`config.mk`:
```
export PLATFORM = sky130hd
export DESIGN_NAME = dff_pipe_hs
export DESIGN_NICKNAME = d
export VERILOG_FILES = /design/src/rtl/dff_pipe_hs.sv
export SDC_FILE = /design/constraint.sdc
export NUM_CORES = 1
export LEC_CHECK = 0
export BUFFER_PORTS_ARGS = -buffer_cell sky130_fd_sc_hd__buf_4
export CAP_MARGIN = 20
export CORE_MARGIN = 4
export CORE_UTILIZATION = 25
export DETAILED_ROUTE_END_ITERATION = 10
export SLEW_MARGIN = 25
export SYNTH_ARGS = -nofsm -noshare
export SYNTH_HDL_FRONTEND = slang
export SYNTH_SLANG_ARGS = --single-unit
```
`constraint.sdc`:
```
create_clock -name clk -period 2.5 [get_ports clk]
set_clock_uncertainty 0.15 [all_clocks]
set_input_delay 0.375 -clock clk [delete_from_list [all_inputs] [get_ports clk]]
set_output_delay 0.375 -clock clk [all_outputs]
set_load 0.05 [all_outputs]
```
`src/rtl/dff_pipe_hs.sv`:
```
// Valid/ready register pipeline of DEPTH stages with bubble collapse, flush and occupancy count.
// Latency: DEPTH cycles from accept to out_valid when empty; in_ready is combinational through all stages.
// Backpressure: a stage holds only while it and every stage downstream are full and out_ready is low.
module dff_pipe_hs #(
    parameter int               WIDTH     = 8,
    parameter int               DEPTH     = 4,
    parameter logic [WIDTH-1:0] RESET_VAL = '0,
    parameter int               CNT_W     = $clog2(DEPTH + 1)
) (
    input  logic             clk,
    input  logic             rst,
    input  logic             in_valid,
    output logic             in_ready,
    input  logic [WIDTH-1:0] in_data,
    output logic             out_valid,
    input  logic             out_ready,
    output logic [WIDTH-1:0] out_data,
    input  logic             flush,
    output logic [CNT_W-1:0] occupancy
);
    localparam logic [CNT_W-1:0] DEPTH_C = CNT_W'(DEPTH);

    logic [DEPTH-1:0] vld_q, vld_d;
    logic [WIDTH-1:0] dat_q [DEPTH];
    logic [WIDTH-1:0] dat_d [DEPTH];
    logic [CNT_W-1:0] occ_q, occ_d;
    logic [DEPTH-1:0] free;
    logic             accept;
    logic             pop;

    // A stage can take new data unless it and everything after it is full and the sink stalls.
    always_comb begin
        logic all_full;
        all_full = 1'b1;
        free     = '0;
        for (int i = DEPTH - 1; i >= 0; i--) begin
            all_full = all_full & vld_q[i];
            free[i]  = out_ready | ~all_full;
        end
    end

    assign in_ready  = free[0] & ~flush;
    assign accept    = in_valid & in_ready;
    assign pop       = vld_q[DEPTH-1] & out_ready;
    assign out_valid = vld_q[DEPTH-1];
    assign out_data  = dat_q[DEPTH-1];
    assign occupancy = occ_q;

    always_comb begin
        vld_d = vld_q;
        dat_d = dat_q;
        if (flush) begin
            vld_d = '0;
        end else begin
            for (int i = 1; i < DEPTH; i++) begin
                if (free[i]) begin
                    vld_d[i] = vld_q[i-1];
                    if (vld_q[i-1]) begin
                        dat_d[i] = dat_q[i-1];
                    end
                end
            end
            if (free[0]) begin
                vld_d[0] = accept;
                if (accept) begin
                    dat_d[0] = in_data;
                end
            end
        end
    end

    always_comb begin
        occ_d = occ_q;
        if (flush) begin
            occ_d = '0;
        end else if (accept && !pop && occ_q != DEPTH_C) begin
            occ_d = occ_q + CNT_W'(1);
        end else if (!accept && pop && occ_q != '0) begin
            occ_d = occ_q - CNT_W'(1);
        end
    end

    always_ff @(posedge clk) begin
        if (!rst) begin
            vld_q <= '0;
            occ_q <= '0;
            for (int i = 0; i < DEPTH; i++) begin
                dat_q[i] <= RESET_VAL;
            end
        end else begin
            vld_q <= vld_d;
            occ_q <= occ_d;
            dat_q <= dat_d;
        end
    end

    a_occ_bound: assert property (@(posedge clk) disable iff (!rst) occ_q <= DEPTH_C);
    a_out_stable: assert property (@(posedge clk) disable iff (!rst)
        (out_valid && !out_ready) |=> $stable(out_data));

endmodule
```
* After elaboration in Yosys (flattened, before gate mapping)
Index checks and enable logic that the tools add are counted.
** Cells by class
- Add/subtract/negate cells :: 2
- Equality and inequality tests :: 1
- Mux-type cells :: 2
- Bitwise operators :: 16
- Reduce and logical (&&, ||, !) cells :: 13
** Operator list (number)
- 3-bit AND reduction :: 4
- 1-bit AND :: 6
- 3-bit 2-to-1 mux :: 2
- 1-bit NOT :: 6
- 1-bit logical AND :: 4
- 1-bit bitwise OR :: 4
- 3-bit by 1-bit adder with 3-bit output (second input constant) :: 1
- 3-bit != test (second input constant) :: 1
- 3-bit nonzero test :: 1
- 3-bit by 1-bit subtractor with 3-bit output (second input constant) :: 1
- 1-bit logical NOT :: 2
- 2-bit nonzero test :: 1
- 2-bit OR reduction :: 1
** Storage, ports and cells
- Register bits after elaboration :: 39
- Output and inout port bits :: 13

* Longest topological paths before layout
Gate-level depths: netlist of run 1.
- Word-level depth :: 12
- Depth in mapped cells :: 9
- Depth with buffers taken out :: 8

* Least setup slack after synthesis of run 1
OpenSTA, ideal clock, no wires.
- Kind :: register to register
- From :: reg vld_q[3]
- To :: reg occ_q[2] (netlist: occupancy[2])
- Library setup time :: 0.072 ns
- Arrival :: 2.199 ns
- Required time :: 2.278 ns
- Setup slack :: 0.079 ns
- Cell stages (with the launch flop) :: 10
- Buffers on the path :: 1
- Clock period less this slack :: 2.421 ns
- Cells stage by stage :: dfxtp_1 -> and3b_4 -> a311oi_4 -> buf_8 -> nand2_1 -> fa_1 -> inv_1 -> a221oi_1 -> mux2i_1 -> mux2i_1
** On the way
- Cells in the longest elaborated chain, start to end :: 11
- Elaborated cells between the ends (all ways) :: 16
- Those cells by class :: mux: 1; bitwise: 8; reduce/logical: 7
** Ends and longest elaborated chain
- from (decl) :: line 23 : logic [DEPTH-1:0] vld_q, vld_d;
- from (signal assigned) :: line 91 : vld_q <= vld_d;
- 1-bit AND (3 in series) :: line 37 : all_full = all_full & vld_q[i];
- 1-bit NOT :: line 38 : free[i] = out_ready | ~all_full;
- 1-bit bitwise OR :: line 38
- 1-bit AND :: line 42 : assign in_ready = free[0] & ~flush;
- 1-bit AND :: line 43 : assign accept = in_valid & in_ready;
- 1-bit logical NOT :: line 78 : end else if (!accept && pop && occ_q != '0) begin
- 1-bit logical AND (2 in series) :: line 78
- 2-bit nonzero test (no source line)
- to (signal assigned) :: line 86 : occ_q <= '0;
- to (signal assigned) :: line 92 : occ_q <= occ_d;
- to (decl) :: line 26 : logic [CNT_W-1:0] occ_q, occ_d;
Parallel ways exist; a longest one is shown, timed or not.
A chain may end at the register's enable or synchronous reset.

* Worst setup path after layout of run 1
Ends and elaborated chain as after synthesis.

==> results of run 1 <==
==> cells by family (layout without fill, tap and decap cells) <==
family                     Yosys count  after routing  share of synthesized area
muxes                               37             37                      0.220
adders and majority gates            1              1                     0.0119
DFF                                 39             39                      0.464
buffers and inverters               19             38                     0.0706
and+or+nand+nor                     49             49                      0.180
AOI/OAI and AO/OA                    9              9                     0.0542
==> routing by layer <==
layer / share of wire / GRT usage / wire length [µm] / up-vias
li1: - / - / - / 542
met1: 0.50 / 0.0995 / 1520 / 481
met2: 0.45 / 0.118 / 1380 / 19
met3: 0.048 / 0.0317 / 146 / 2
met4: 0.0046 / 0.0268 / 14 / 0
met5: 0 / 0 / 0 / -
==> cell usage after synthesis (all sizes together) <==
cell type	count
dfxtp	39
o311a	1
or3b	1
nor3b	1
and3	1
nor2	2
inv	3
nand2b	2
buf	12
and3b	1
o21a	3
fa	1
and2b	1
nand2	5
a311oi	1
a211o	1
a221oi	1
clkbuf	4
a22oi	1
mux2i	37
a21oi	1
and2	1
nor2b	34
==> state kept, by name (all words and copies together), names as in the netlist <==
register and cells:
dat_q 24, occupancy 3, out_data 8, vld_q 4
==> stage by stage <==
step                setup slack [ps]  cell area [µm²]  utilization  power [mW]  std cells
finish                           396             2000        0.309        1.26        250
global route                     262             2000        0.309        1.31        250
CTS                              385             2000        0.309        1.28        250
floorplan                       79.3             1680            -       0.706        154
detailed placement               289             1880        0.291       0.735        242
global placement                 346             1880        0.291       0.734        242
==> worst paths after layout <==
| kind | to | from | cells past startpoint | slack [ps] |
|---|---|---|---|---|
| worst max-delay path | occupancy[2] | vld_q[3] | 8 | 400 |
| worst min-delay path | vld_q[0] | in_valid | 2 | 160 |
| worst max register to register | occupancy[2] | vld_q[3] | 8 | 400 |
| worst min register to register | vld_q[3] | vld_q[2] | 1 | 360 |
==> cell type report <==
| class | count | area [µm²] |
|---|---|---|
| clock buffers | 6 | 82.6 |
| flip-flops and latches | 39 | 781 |
| multi-input cells | 96 | 790 |
| well taps | 77 | 96.3 |
| fillers | 687 | 4460 |
| inverters | 3 | 11.3 |
| clock inverters | 2 | 35.0 |
| repair buffers | 27 | 203 |
==> placed cells by master (no fill, tap or decap), types with 2 or more instances in the layout <==
master | Yosys | layout
o21a_1 | 3 | 3
dfxtp_1 | 39 | 39
buf_4 | 9 | 27
mux2i_1 | 37 | 37
nand2b_1 | 2 | 2
nand2_1 | 5 | 5
nor2b_1 | 34 | 34
clkbuf_8 | 0 | 6
inv_1 | 3 | 3
nor2_1 | 2 | 2
==> power by group <==
group          internal (mW)  leakage [nW]  switching (mW)
sequential             0.630         0.315         0.00721
combinational         0.0415         0.479          0.0403
clock                  0.323        0.0612           0.216
total                  0.995         0.856           0.264
==> worst reg2reg max path, delay by kind of cell (launching register included) <==
kind	cells	cell delay [ps]
flops	1	370
buf+inv	1	80
simple gates	2	340
mux	2	370
compound gates	2	370
fa+ha+maj	1	360
==> results.json, run 1 <==
{
  "overflow": 0,
  "final_layout_size_suffix_gt1_frac": 0.249,
  "hold_slack_ps": 158,
  "cts_tree": "yes",
  "crit_path_start_kind": "register",
  "crit_family": "flip-flops",
  "grt_pass1_vias": 975,
  "leakagePower_nw": 0.856,
  "die_area_mm2": 0.00811,
  "synth_nets": 168,
  "die_y_um": 90.1,
  "core-area_mm2": 0.00646,
  "cpMostUsedCell": "mux2i_1",
  "fin_crit_sh": 0.841,
  "clk_latency_ps": 280,
  "cts_resized": 0,
  "routed_via_density": 4.18,
  "drc": 0,
  "tightest_slew_ps": 649,
  "clock.fmax_ghz": 0.475,
  "outcome": "completed",
  "synthCells": 154,
  "cp.arrival_ps": 2170,
  "holdBufCountCts": 0,
  "cts.sinks": 39,
  "maxSlewHeadroom": 0.567,
  "drt_iter0_markers": 16,
  "syn_avg_cell_area_um2": 10.9,
  "ys_warn_count": 0,
  "rows": 29,
  "num_vias": 1044,
  "yosysUniqueCellTypes": 25,
  "crit_path_end_kind": "register",
  "initial_utilization": 0.261,
  "grt_pass1_wl_mm": 4.97,
  "cap_viol_max_count": 0,
  "antenna_cells": 0,
  "grt_start_max_net_pins": 34,
  "io_pins": 26,
  "postRouteAntennaNets": 0,
  "finalNetCount": 186,
  "clock_path_buffers": 2,
  "drt_wl_total_mm": 3.06,
  "yosysTopAreaCellShare": 0.464,
  "hold_class": "in2reg",
  "postCtsSetupBuffers": 0,
  "yosysTopAreaCell": "dfxtp_1",
  "placement.io_buffers": 25,
  "ir_drop_uv": 189,
  "syn_area_mm2": 0.00168,
  "cp_num_buf_inv": 1,
  "critPathSlowestCell": "dfxtp_1",
  "cts_root_buf": "clkbuf_8",
  "required_ps": 2570,
  "rsz0062_at_grt": "no",
  "power.density_mw_per_mm2": 630,
  "cts_made_buffers": 5,
  "ys_seq_area_frac": 0.464,
  "tns_ps": 0,
  "track_usage": 0.0778,
  "synthToLayoutAreaGrowth_pct": 18.6,
  "cp_max_fo": 6,
  "drv_slew": 0,
  "period_needed_ps": 2100,
  "worstPathCellList": "and3b_4 -> a311oi_4 -> nand2_1 -> fa_1 -> inv_1 -> a221oi_1 -> mux2i_1 -> mux2i_1",
  "cts.htree.levels": 2,
  "die_w_um": 90.1,
  "yosys-top-cells-area": "dfxtp_1 46%, mux2i_1 22%, nor2b_1 13%",
  "hold_violations": 0,
  "path_clk_slew_ps": 80,
  "antenna_found_initial": 0,
  "max_stage_delay_ps": 370,
  "ys_ff_latch": 39,
  "setup_viol": 0,
  "worstSetupPathType": "reg2reg",
  "dr.pass1.iters": 4,
  "routedWlPerCell_um": 12.2,
  "hpwl_mm": 2.09,
  "gp_congestion": 0.749
}
Power figures use the tool's default switching activity.
==> run 2: changes to the inputs <==
==> constraint.sdc (replaced) <==
create_clock -name clk -period 2 [get_ports clk]
set_clock_uncertainty 0.15 [all_clocks]
set_input_delay 0.3 -clock clk [delete_from_list [all_inputs] [get_ports clk]]
set_output_delay 0.3 -clock clk [all_outputs]
set_load 0.05 [all_outputs]
==> run 2 against run 1 <==
  * Core utilization increased by 0.62 points
  * Hold slack got worse by 65 ps
  * Register-to-register slack got worse by 340 ps
  * Total power increased by 22%
  * Final area increased by 2.0%
  * Clock-buffer cell count decreased by 1
  * Combinational power increased by 32%
  * Via count increased by 2.4%
  * Largest cell class unchanged
==> results.json, run 2 (synthesis gave the netlist of run 1 again) <==
{
  "overflow": 0,
  "holdBufCountCts": 0,
  "cts_tree": "yes",
  "setup_viol": 0,
  "postRouteAntennaNets": 0,
  "routedWlPerCell_um": 11.3,
  "clock.fmax_ghz": 0.516,
  "largest_reg_flops": 24,
  "dr.pass1.iters": 2,
  "worstSetupPathType": "reg2reg",
  "rows": 29,
  "r2r_slack_ps": 60,
  "initial_utilization": 0.261,
  "rsz0062_at_grt": "yes",
  "critPathSlowestCell": "dfxtp_4",
  "fin_util": 0.316,
  "drt_iter0_markers": 30,
  "finalNetCount": 190,
  "gp_congestion": 0.774,
  "hold_violations": 0,
  "cpMostUsedCell": "mux2i_1",
  "placement.io_buffers": 25,
  "outcome": "completed",
  "cp.arrival_ps": 2000,
  "die_area_mm2": 0.00811,
  "seq_area_um2": 785,
  "drt_wl_total_mm": 2.87,
  "cts.sinks": 39,
  "seqPwrFrac": 0.517,
  "clock_power_share": 0.412,
  "max_stage_delay_ps": 360,
  "leakagePower_nw": 0.875,
  "num_vias": 1069,
  "maxSlewHeadroom": 0.804,
  "switching_share": 0.209,
  "drc": 0,
  "required_ps": 2060,
  "routed_via_density": 4.21,
  "power.density_mw_per_mm2": 754,
  "grt_pass1_vias": 1105,
  "synthToLayoutAreaGrowth_pct": 21.0,
  "die_w_um": 90.1,
  "die_y_um": 90.1,
  "p_sw_mw": 0.322,
  "cts_resized": 0,
  "cp_num_buf_inv": 1,
  "worstPathCellList": "and3b_4 -> a311oi_4 -> nand2_2 -> fa_2 -> inv_2 -> a221oi_1 -> mux2i_1 -> mux2i_1",
  "antenna_found_initial": 0,
  "fin_crit_sh": 0.970,
  "cp_max_fo": 6,
  "hold_class": "in2reg",
  "grt_pass1_wl_mm": 5.15,
  "cts_made_buffers": 5,
  "dp_cells": 246,
  "crit_family": "multiplexers",
  "crit_path_start_kind": "register",
  "cap_viol_max_count": 0,
  "drv_slew": 0,
  "tightest_slew_ps": 286,
  "track_usage": 0.0788,
  "layout_commonest_cell": "dfxtp_1",
  "fin_cells": 254,
  "final_cell_mix": "38 x dfxtp_1, 37 x mux2i_1, 34 x nor2b_1, 30 x buf_4, 5 x clkbuf_8",
  "internal-power_mw": 1.21,
  "grt_start_max_net_pins": 34,
  "crit_path_end_kind": "register",
  "fillers": 693,
  "core-area_mm2": 0.00646,
  "hpwl_mm": 2.07,
  "path_clk_slew_ps": 70,
  "multi_input_area_um2": 797,
  "postCtsSetupBuffers": 0,
  "cts.htree.levels": 2,
  "io_pins": 26,
  "cts_root_buf": "clkbuf_8",
  "final_layout_size_suffix_gt1_frac": 0.294,
  "ir_drop_uv": 240,
  "antenna_cells": 0,
  "period_needed_ps": 1940,
  "p_comb_frac": 0.070,
  "clock_path_buffers": 2,
  "top_register": "dat_q",
  "clk_latency_ps": 280
}
[run 2: power groups by stage]
stage	clock network (mW)	registers [mW]	logic, mW
after floorplan	0	0.818	0.0638
final	0.633	0.795	0.108
after detailed placement	0	0.813	0.109
after CTS	0.666	0.794	0.109
after global placement	0	0.813	0.109
after global routing	0.702	0.796	0.119
[run 2: cell type report]
| type | count | share of cell area |
|---|---|---|
| clock buffer | 5 | 0.0338 |
| sequential | 39 | 0.385 |
| tap | 77 | 0.0473 |
| multi-input combinational | 96 | 0.391 |
| clock inverter | 3 | 0.0215 |
| inverter | 3 | 0.00552 |
| timing repair buffer | 31 | 0.116 |
[run 2: layer usage]
metal,track usage,vias up,share of wire
met4,0.0344,0,0.018
met2,0.136,13,0.52
met3,0.0351,5,0.056
li1,-,551,-
met1,0.0830,500,0.40
met5,0,-,0
[run 2: stage by stage]
| stage | hold WS [ps] | power [mW] | cell area (µm²) | worst slack (ps) | setup TNS [ps] |
|---|---|---|---|---|---|
| final | 93.2 | 1.54 | 2040 | 60.2 | 0 |
| after global routing | 90.3 | 1.62 | 2040 | -12.3 | -20.1 |
| after CTS | 79.0 | 1.57 | 2030 | 42.4 | 0 |
| after detailed placement | 349 | 0.922 | 1920 | 20.9 | 0 |
| after global placement | 344 | 0.921 | 1920 | 39.1 | 0 |
| after floorplan | 274 | 0.881 | 1690 | -174 | -230 |
[run 2: worst paths after layout]
path,start,cells past startpoint,end
worst min-delay path,in_valid,2,vld_q[0]
worst max-delay path,vld_q[3],8,occupancy[2]
worst min register to register,dat_q[24],2,dat_q[16]
worst max register to register,vld_q[3],8,occupancy[2]
==> run 3: changes to the inputs <==
--- a/config.mk
+++ b/config.mk
@@ -8,8 +8,10 @@
 export BUFFER_PORTS_ARGS = -buffer_cell sky130_fd_sc_hd__buf_4
 export CAP_MARGIN = 20
 export CORE_MARGIN = 4
-export CORE_UTILIZATION = 25
+export CORE_UTILIZATION = 50
 export DETAILED_ROUTE_END_ITERATION = 10
+export PLACE_DENSITY = 0.72
+export SETUP_SLACK_MARGIN = 0.2
 export SLEW_MARGIN = 25
 export SYNTH_ARGS = -nofsm -noshare
 export SYNTH_HDL_FRONTEND = slang
==> constraint.sdc (replaced) <==
create_clock -name clk -period 2.4 [get_ports clk]
set_clock_uncertainty 0.15 [all_clocks]
set_input_delay 0.36 -clock clk [delete_from_list [all_inputs] [get_ports clk]]
set_output_delay 0.36 -clock clk [all_outputs]
set_load 0.05 [all_outputs]
==> run 3 against run 2 <==
  * Worst setup slack better by 300 ps
  * Sequential power decreased by 16%
  * Global-route usage up 7.3 points
  * Die area is 46% lower
  * First-iteration DRC count increased to 2.8 times the previous value
  * Largest power group unchanged
  * Clock-buffer cell count rose by 2
  * Critical path type unchanged
  * Total power down 19%
==> results.json, run 3 (synthesis gave the netlist of run 1 again) <==
{
  "die_area_mm2": 0.00436,
  "drt_wl_total_mm": 2.88,
  "grt_start_max_net_pins": 34,
  "crit_path_start_kind": "register",
  "track_usage": 0.152,
  "cts_resized": 0,
  "fin_crit_sh": 0.849,
  "met1_usage": 0.187,
  "p_comb_frac": 0.068,
  "final_layout_size_suffix_gt1_frac": 0.249,
  "die_y_um": 66.0,
  "gp_congestion": 0.779,
  "final_cell_mix": "38 x dfxtp_1, 37 x mux2i_1, 34 x nor2b_1, 27 x buf_4",
  "initial_utilization": 0.538,
  "antenna_found_initial": 0,
  "seqPwrFrac": 0.534,
  "top_register": "dat_q",
  "postCtsSetupBuffers": 0,
  "use_met2": 0.224,
  "hold_class": "in2reg",
  "cap_viol_max_count": 0,
  "clock_path_buffers": 2,
  "met3_usage": 0.0459,
  "r2r-end": "occupancy[2]",
  "postRouteAntennaNets": 0,
  "cts_made_buffers": 5,
  "crit_start": "vld_q[3]",
  "synthToLayoutAreaGrowth_pct": 15.0,
  "rows": 20,
  "rsz0062_at_grt": "no",
  "min_from": "in_valid",
  "crit_path_end_kind": "register",
  "hpwl_mm": 2.01,
  "setup_viol": 0,
  "overflow": 0,
  "required_ps": 2520,
  "clk_latency_ps": 350,
  "r2r_start": "vld_q[3]",
  "drt_iter0_markers": 84,
  "dpl-instance-area_mm2": 0.00184,
  "worstSetupPathType": "reg2reg",
  "cts.htree.levels": 2,
  "drv_slew": 0,
  "clock_power_share": 0.398,
  "busiest_layer": "met2",
  "grt_pass1_wl_mm": 4.80,
  "dr.pass1.iters": 4,
  "ir_drop_uv": 444,
  "cp_max_fo": 6,
  "clock.fmax_ghz": 0.491,
  "cts.sinks": 39,
  "p_sw_mw": 0.259,
  "grt_pass1_vias": 1038,
  "largest_reg_flops": 24,
  "internal-power_mw": 0.983,
  "fin_cells": 217,
  "antenna_cells": 0,
  "tightest_slew_ps": 652,
  "final_cell_area_mm2": 0.00194,
  "hold_violations": 0,
  "routedWlPerCell_um": 13.3,
  "path_clk_slew_ps": 110,
  "period_needed_ps": 2040,
  "num_vias": 1079,
  "power.density_mw_per_mm2": 641,
  "holdPathStages": 2,
  "rr_worst_depth": 8,
  "routed_via_density": 4.97,
  "whs_endpoint": "vld_q[0]",
  "tns_ps": 0,
  "drc": 0,
  "r2r_slack_ps": 360,
  "cts_root_buf": "clkbuf_4",
  "dp_cells": 209,
  "cts_tree": "yes",
  "cp.arrival_ps": 2160,
  "fin_util": 0.619,
  "finalNetCount": 186,
  "placement.io_buffers": 25,
  "hold_slack_ps": 81.3,
  "die_w_um": 66.0,
  "layout_commonest_cell": "dfxtp_1",
  "switching_share": 0.209,
  "core-area_mm2": 0.00313,
  "outcome": "completed",
  "leakagePower_nw": 0.843,
  "maxSlewHeadroom": 0.564,
  "io_pins": 26,
  "holdBufCountCts": 0
}
-- run 3: worst max path at each step --
stage / end / slack, ps
finish: occupancy[2] / 360
global route: occupancy[2] / 260
CTS: occupancy[2] / 350
detailed placement: occupancy[2] / 260
global placement: occupancy[2] / 350
floorplan: occupancy[2] / 210
-- run 3: per-stage QoR --
step	worst slack, ps	power [mW]
after global placement	345	0.760
after floorplan	215	0.734
after global routing	258	1.30
final	361	1.24
after CTS	348	1.26
after detailed placement	262	0.764
-- run 3: layer usage --
layer  wire length (µm)  part of all wire
met3                158             0.055
met4                103             0.036
met2               1330              0.46
met1               1290              0.45
met5                  0                 0
-- run 3: area by class of cell --
class | count | area (µm²)
Sequential cell | 39 | 785
Clock inverter | 1 | 30.0
Fill cell | 279 | 1190
Tap cell | 44 | 55.1
Timing Repair Buffer | 27 | 203
Inverter | 3 | 11.3
Clock buffer | 7 | 66.3
Multi-Input combinational cell | 96 | 787
-- run 3: critical path, cell delays in order, from the launching register on --
cell and delay (ps):
dfxtp_4 380, and3b_4 220, a311oi_4 270, nand2_1 100, fa_2 340, inv_1 80, a221oi_1 50, mux2i_1 180
mux2i_1 190
-- run 3: power by group through the flow --
| stage | combinational, mW | sequential, mW | clock, mW |
|---|---|---|---|
| global route | 0.0924 | 0.665 | 0.538 |
| finish | 0.0845 | 0.664 | 0.494 |
| global placement | 0.0822 | 0.678 | 0 |
| CTS | 0.0858 | 0.664 | 0.507 |
| floorplan | 0.0528 | 0.681 | 0 |
| detailed placement | 0.0854 | 0.678 | 0 |
